File: src/rtl/imem_loader.sv
`default_nettype none
// ============================================================================
// Module      : imem_loader
// Description : Fills the instruction memory from a byte stream (16-bit
//               little-endian word count, then little-endian 32-bit words)
//               and holds the core in reset until the program is complete.
// Revision    : 1.0 - initial release
// ============================================================================
module imem_loader #(
  parameter int DEPTH  = 256,
  parameter int ADDR_W = 32
) (
  input  logic              clk_i,
  input  logic              reset_ni,
  input  logic              start_i,
  input  logic [7:0]        byte_i,
  input  logic              byte_valid_i,
  output logic              byte_ready_o,
  output logic              imem_we_o,
  output logic [ADDR_W-1:0] imem_addr_o,
  output logic [31:0]       imem_wdata_o,
  output logic              cpu_reset_o,
  output logic              done_o,
  output logic              error_o
);

  localparam logic [2:0] S_IDLE  = 3'd0;
  localparam logic [2:0] S_HDR0  = 3'd1;
  localparam logic [2:0] S_HDR1  = 3'd2;
  localparam logic [2:0] S_DATA  = 3'd3;
  localparam logic [2:0] S_WRITE = 3'd4;
  localparam logic [2:0] S_DONE  = 3'd5;
  localparam logic [2:0] S_ERR   = 3'd6;

  // One extra bit so the unsigned compare can never truncate DEPTH.
  localparam logic [16:0] DEPTH_EXT = 17'(DEPTH);

  logic [2:0]        state;
  logic [15:0]       count;
  logic [15:0]       word_idx;
  logic [1:0]        byte_idx;
  logic [23:0]       wbuf;
  logic [ADDR_W-1:0] addr_q;
  logic [31:0]       wdata_q;

  logic              accept;
  logic [15:0]       hdr_count;
  logic [15:0]       word_next;

  // Every output is a pure decode of the state register or a register itself,
  // so reset reaches all outputs asynchronously.
  assign byte_ready_o = (state == S_HDR0) || (state == S_HDR1) || (state == S_DATA);
  assign imem_we_o    = (state == S_WRITE);
  assign cpu_reset_o  = (state != S_DONE);
  assign done_o       = (state == S_DONE);
  assign error_o      = (state == S_ERR);
  assign imem_addr_o  = addr_q;
  assign imem_wdata_o = wdata_q;

  assign accept    = byte_ready_o & byte_valid_i;
  assign hdr_count = {byte_i, count[7:0]};
  assign word_next = word_idx + 16'd1;

  // Loader FSM: header capture, word assembly and write sequencing.
  always_ff @(posedge clk_i or negedge reset_ni) begin
    if (!reset_ni) begin
      state    <= S_IDLE;
      count    <= 16'd0;
      word_idx <= 16'd0;
      byte_idx <= 2'd0;
      wbuf     <= 24'd0;
      addr_q   <= '0;
      wdata_q  <= 32'd0;
    end else begin
      case (state)
        S_IDLE, S_DONE, S_ERR: begin
          if (start_i) begin
            state    <= S_HDR0;
            count    <= 16'd0;
            word_idx <= 16'd0;
            byte_idx <= 2'd0;
          end
        end

        S_HDR0: begin
          if (accept) begin
            count <= {8'h00, byte_i};
            state <= S_HDR1;
          end
        end

        S_HDR1: begin
          if (accept) begin
            count    <= hdr_count;
            byte_idx <= 2'd0;
            word_idx <= 16'd0;
            if (hdr_count == 16'd0) begin
              state <= S_DONE;
            end else if ({1'b0, hdr_count} > DEPTH_EXT) begin
              state <= S_ERR;
            end else begin
              state <= S_DATA;
            end
          end
        end

        S_DATA: begin
          if (accept) begin
            if (byte_idx == 2'd3) begin
              // Address and data are latched here so they are stable for the
              // whole WRITE cycle and then hold until the next word.
              addr_q   <= ADDR_W'({word_idx, 2'b00});
              wdata_q  <= {byte_i, wbuf};
              byte_idx <= 2'd0;
              state    <= S_WRITE;
            end else begin
              case (byte_idx)
                2'd0:    wbuf[7:0]   <= byte_i;
                2'd1:    wbuf[15:8]  <= byte_i;
                default: wbuf[23:16] <= byte_i;
              endcase
              byte_idx <= byte_idx + 2'd1;
            end
          end
        end

        S_WRITE: begin
          word_idx <= word_next;
          state    <= (word_next == count) ? S_DONE : S_DATA;
        end

        default: state <= S_IDLE;
      endcase
    end
  end

endmodule
`default_nettype wire

File: config.mk
export PLATFORM = sky130hd
export DESIGN_NAME = imem_loader
export DESIGN_NICKNAME = d
export VERILOG_FILES = /design/src/rtl/imem_loader.sv
export SDC_FILE = /design/constraint.sdc
export NUM_CORES = 1
export LEC_CHECK = 0
export CAP_MARGIN = 0
export CORE_MARGIN = 3
export CORE_UTILIZATION = 56
export CTS_BUF_LIST = sky130_fd_sc_hd__clkbuf_4 sky130_fd_sc_hd__clkbuf_8
export DETAILED_ROUTE_END_ITERATION = 6
export MAX_ROUTING_LAYER = met4
export PLACE_DENSITY = 0.84
export SETUP_SLACK_MARGIN = 0.1
export SYNTH_ARGS = -nofsm -noshare
export SYNTH_HDL_FRONTEND = slang
export SYNTH_SLANG_ARGS = --single-unit
File: constraint.sdc
create_clock -name clk_i -period 2.7 [get_ports clk_i]
set_input_delay 0.405 -clock clk_i [delete_from_list [all_inputs] [get_ports clk_i]]
set_output_delay 0.405 -clock clk_i [all_outputs]
set_load 0.05 [all_outputs]
# After elaboration in Yosys (flattened, before gate mapping)
# Index checks and enable logic that the tools add are counted.
# word_totals
reg_bits	109
word_cells	72
input_bits	12
# classes
bitwise	4
add_sub_neg	2
eq_ne	15
order_cmp	1
reduce_logical	20
muxes	20
# ops
cell	count
case mux 16 bit (3 select lines)	2
2-to-1 mux 16 bit	4
2-to-1 mux 3 bit	8
AND reduction 4 bit	6
adder 16 x 1 -> 16 bit (second input constant)	1
equality test 16 bit	1
greater-than comparator 16 x 9 -> 1 bit (second input constant)	1
logical NOT 16 bit	1
case mux 3 bit (5 select lines)	1
equality test 3 bit (second input constant)	3
nonzero test 3 bit	3
2-to-1 mux 2 bit	4
inequality test 2 bit (second input constant)	4
equality test 3 x 2 -> 1 bit (second input constant)	2
case mux 2 bit (3 select lines)	1
AND reduction 3 bit	2
AND reduction 5 bit	1
equality test 3 x 1 -> 1 bit (second input constant)	1
logical NOT 3 bit	1
inequality test 3 bit (second input constant)	1
NOT 1 bit	3
OR reduction 3 bit	1
adder 2 x 1 -> 2 bit (second input constant)	1
equality test 2 x 1 -> 1 bit (second input constant)	1
7 further kinds	8

# Longest topological paths before layout
# logic_depth
ltp_word	6
ltp_mapped	8

# Least setup slack after synthesis
# Ideal clock, no wire load.
# synth_path
kind	register to register
startpoint	reg word_idx[0]
endpoint	reg state[1]
path_stages_with_launch	8
t_arrival_ns	2.228
t_required_ns	2.562
path_slack_ns	0.334
n_path_buf	0
setup_time_ns	0.138
cell_sequence	dfrtp_1 -> ha_1 -> nand3_4 -> xnor2_1 -> or4_1 -> or4_1 -> nor4_2 -> o211ai_1
# synth_between
elab_chain_len	4
# synth_lines
element	line_no	source
start, declared	40	logic [15:0] word_idx;
start signal, assigned	128	word_idx <= word_next;
adder 16 x 1 -> 16 bit	62	assign word_next = word_idx + 16'd1;
equality test 16 bit	129	state <= (word_next == count) ? S_DONE : S_DATA;
2-to-1 mux 3 bit	129	
case mux 3 bit (5 select lines)	75	case (state)
end signal, assigned	129	
end, declared	38	logic [2:0] state;
# No other way between the ends.
# A chain may end at the register's enable or synchronous reset.

# Final worst setup path
# layout_path
startpoint	reg word_idx[1]
endpoint	reg state[2]
# Same word-level chain as after synthesis.

==> metrics.csv <==
metric,value,unit
htree_levels,3,
io_buffers,64,
ys_ff_latch,109,
gp_congestion,0.8826,
outcome,finished clean,
ctsHoldBuffers,0,
cts_buffer_depth,2,
final_common_cell,dfrtp_1,
clkTransAtPathRegs,110,ps
peakVddDrop,0.0005116,V
min_path_type,input pin to async pin,
track_usage,23.48,%
drv_slew,0,
synthesis.area,5248,µm²
synth_top_area_share,51.98,%
synthToLayoutAreaGrowth,18.93,%
critPathKind,register to register,
remaining_drc_errors,0,
fin_worst_skew,11.42,ps
cts_buffers,9,
nNetsFinal,549,
diodes,0,
grt_pass1_wl,18.48,mm
finalSetupTns,0,ps
max_cap_viol_count,0,
max_freq,409.4,MHz
avgSynthCellArea,11.41,µm²
rsz0062_at_grt,false,
start_util,59.02,%
die_area,10570,µm²
drive_gt1_share,24.39,%
synth_cells,460,
clock_latency,390,ps
synth_area_leaders,"dfrtp_1, mux2_2, o21ai_0, nand2_1, xnor2_1",
dp_hpwl,8.176,mm
drtPass1Iterations,5,
grt.overflow.total,0,
worst_slew_pin_slew,624.2,ps
fin_crit_sh,90.47,%
grt_pass1_vias,3733,
cts_tree,built,
hold_ws,20.03,ps
p_per_area,756.7,nW/µm²
cts_root_buf,clkbuf_8,
cp-end-kind,register,
finalHoldViolations,0,
via_per_inst,5.772,
period_minus_slack,2443,ps
yosys.area.top_type,dfrtp_1,
routed_wl,11.34,mm
top_level_ports,81,
seq_area_frac_synth,51.98,%
finalSetupViolations,0,
final_cell_mix,"dfrtp_1, mux2_2, clkdlybuf4s50_1, nand2_1, o21ai_0",
synth_warnings,0,
cts_setup_buffers,0,
core-area,8891,µm²
antenna_left,0,
die_height,102.8,µm
arrival,2770,ps
antenna_found_initial,0,
cts.sinks,109,
cp_data_required_time,3020,ps
num_vias,3723,
rows,34,
grt_max_degree,48,
detail_route.wl_per_cell,17.58,µm
start_kind,register,
relSlewSlack,58.23,%
p_leak,2.883,nW
path_max_fanout,6,
die_w,102.8,µm
ys_types,53,
dr.first_iter.drc_count,353,
==> area by class of cell <==
cell class | count | area (µm²)
flip-flops and latches | 109 | 2729
clock inverters | 7 | 103.9
well taps | 108 | 135.1
multi-input cells | 308 | 2255
clock buffers | 9 | 123.9
fillers | 618 | 2650
inverters | 17 | 63.81
repair buffers | 87 | 830.8
==> per-stage QoR <==
| stage | worst slack (ps) | util [%] | power (W) | std cells | instance area (µm²) |
|---|---|---|---|---|---|
| floorplan | 333.8 | - | 0.003175 | 475 | 5304 |
| global placement | 237.4 | 67.48 | 0.003552 | 629 | 6000 |
| detailed placement | 127.6 | 67.48 | 0.003640 | 629 | 6000 |
| CTS | 138.9 | 70.07 | 0.004728 | 645 | 6230 |
| global route | 122.7 | 70.19 | 0.004980 | 645 | 6241 |
| finish | 257.4 | 70.19 | 0.004722 | 645 | 6241 |
==> logic make-up after synthesis <==
family          count (synthesis)  share of synthesized area [%]
flops                         109                          51.98
simple gates                  108                          9.895
compound gates                 77                          9.490
mux                            72                          15.45
buf+inv                        58                          6.485
xor+xnor                       30                          5.436
fa+ha+maj                       5                          1.192
other cells                     1                        0.07146
==> state kept, by name, summed over array words and instances, names as in the netlist <==
name	cells
state	3
word_idx	16
count	16
wbuf	24
imem_addr_o	16
byte_idx	2
imem_wdata_o	32
==> path summary, 6_finish.rpt <==
| path | startpoint | to | slack, ps | cells past startpoint |
|---|---|---|---|---|
| max | word_idx[1]$_DFFE_PN0P_ | state[2]$_DFFE_PN0P_ | 260 | 7 |
| min | reset_ni | imem_addr_o[15]$_DFFE_PN0P_ | 20 | 1 |
| max reg2reg | word_idx[1]$_DFFE_PN0P_ | state[2]$_DFFE_PN0P_ | 260 | 7 |
| min reg2reg | wbuf[3]$_DFFE_PN0P_ | imem_wdata_o[3]$_DFFE_PN0P_ | 510 | 1 |
| max in group asynchronous | reset_ni | word_idx[0]$_DFFE_PN0P_ | 1930 | 2 |
| min in group clk_i | wbuf[3]$_DFFE_PN0P_ | imem_wdata_o[3]$_DFFE_PN0P_ | 510 | 1 |
==> worst max-delay path: stages (launching register included) <==
cell     delay, ps
dfrtp_1        490
ha_4           210
nand3_4         70
xnor2_1        130
or4_1          510
or4_1          530
nor4_2         230
a221o_1        210
==> power by group <==
group	switching (W)	internal (W)	total, W
logic	0.000938	0.000630	0.00157
clock network	0.000623	0.000463	0.00109
registers	0.000190	0.00188	0.00207
total	0.00175	0.00297	0.00472
==> cells in the mapped netlist (all sizes together) <==
master   number
a211o         2
a211oi        1
a21bo         1
a21oi         7
a221o         1
a22o          1
a31o          8
a31oi         3
a32oi         1
a41oi         1
and3          4
and4          1
buf          29
clkbuf       12
clkinv        1
conb          1
dfrtp       109
ha            5
inv          16
mux2         72
nand2        38
nand3        10
nand4         5
nor2         29
nor3          6
nor4          9
nor4b         1
nor4bb        1
o2111ai       1
o211ai        2
o21a          1
o21ai        35
o21bai        1
o22a          1
o22ai         1
o311a         1
o31a          1
o31ai         5
o41ai         2
or3           2
or4           2
xnor2        16
xnor3         1
xor2         13
==> timing repair <==
item / 4_1_cts / 5_1_grt
gates resized for setup: 1 / 2
setup endpoints to repair: 1 / 2
gates cloned: 0 / 0
==> metal layers <==
layer | wire (µm) | vias up | share of wire (%) | track usage, %
met2 | 5500 | 117 | 49 | 36.10
met3 | 726 | 18 | 6.4 | 7.375
met1 | 4909 | 1857 | 43 | 30.32
met5 | 0 | - | 0 | -
li1 | - | 1731 | - | -
met4 | 199 | 0 | 1.8 | 6.574
Power figures use the tool's default switching activity.
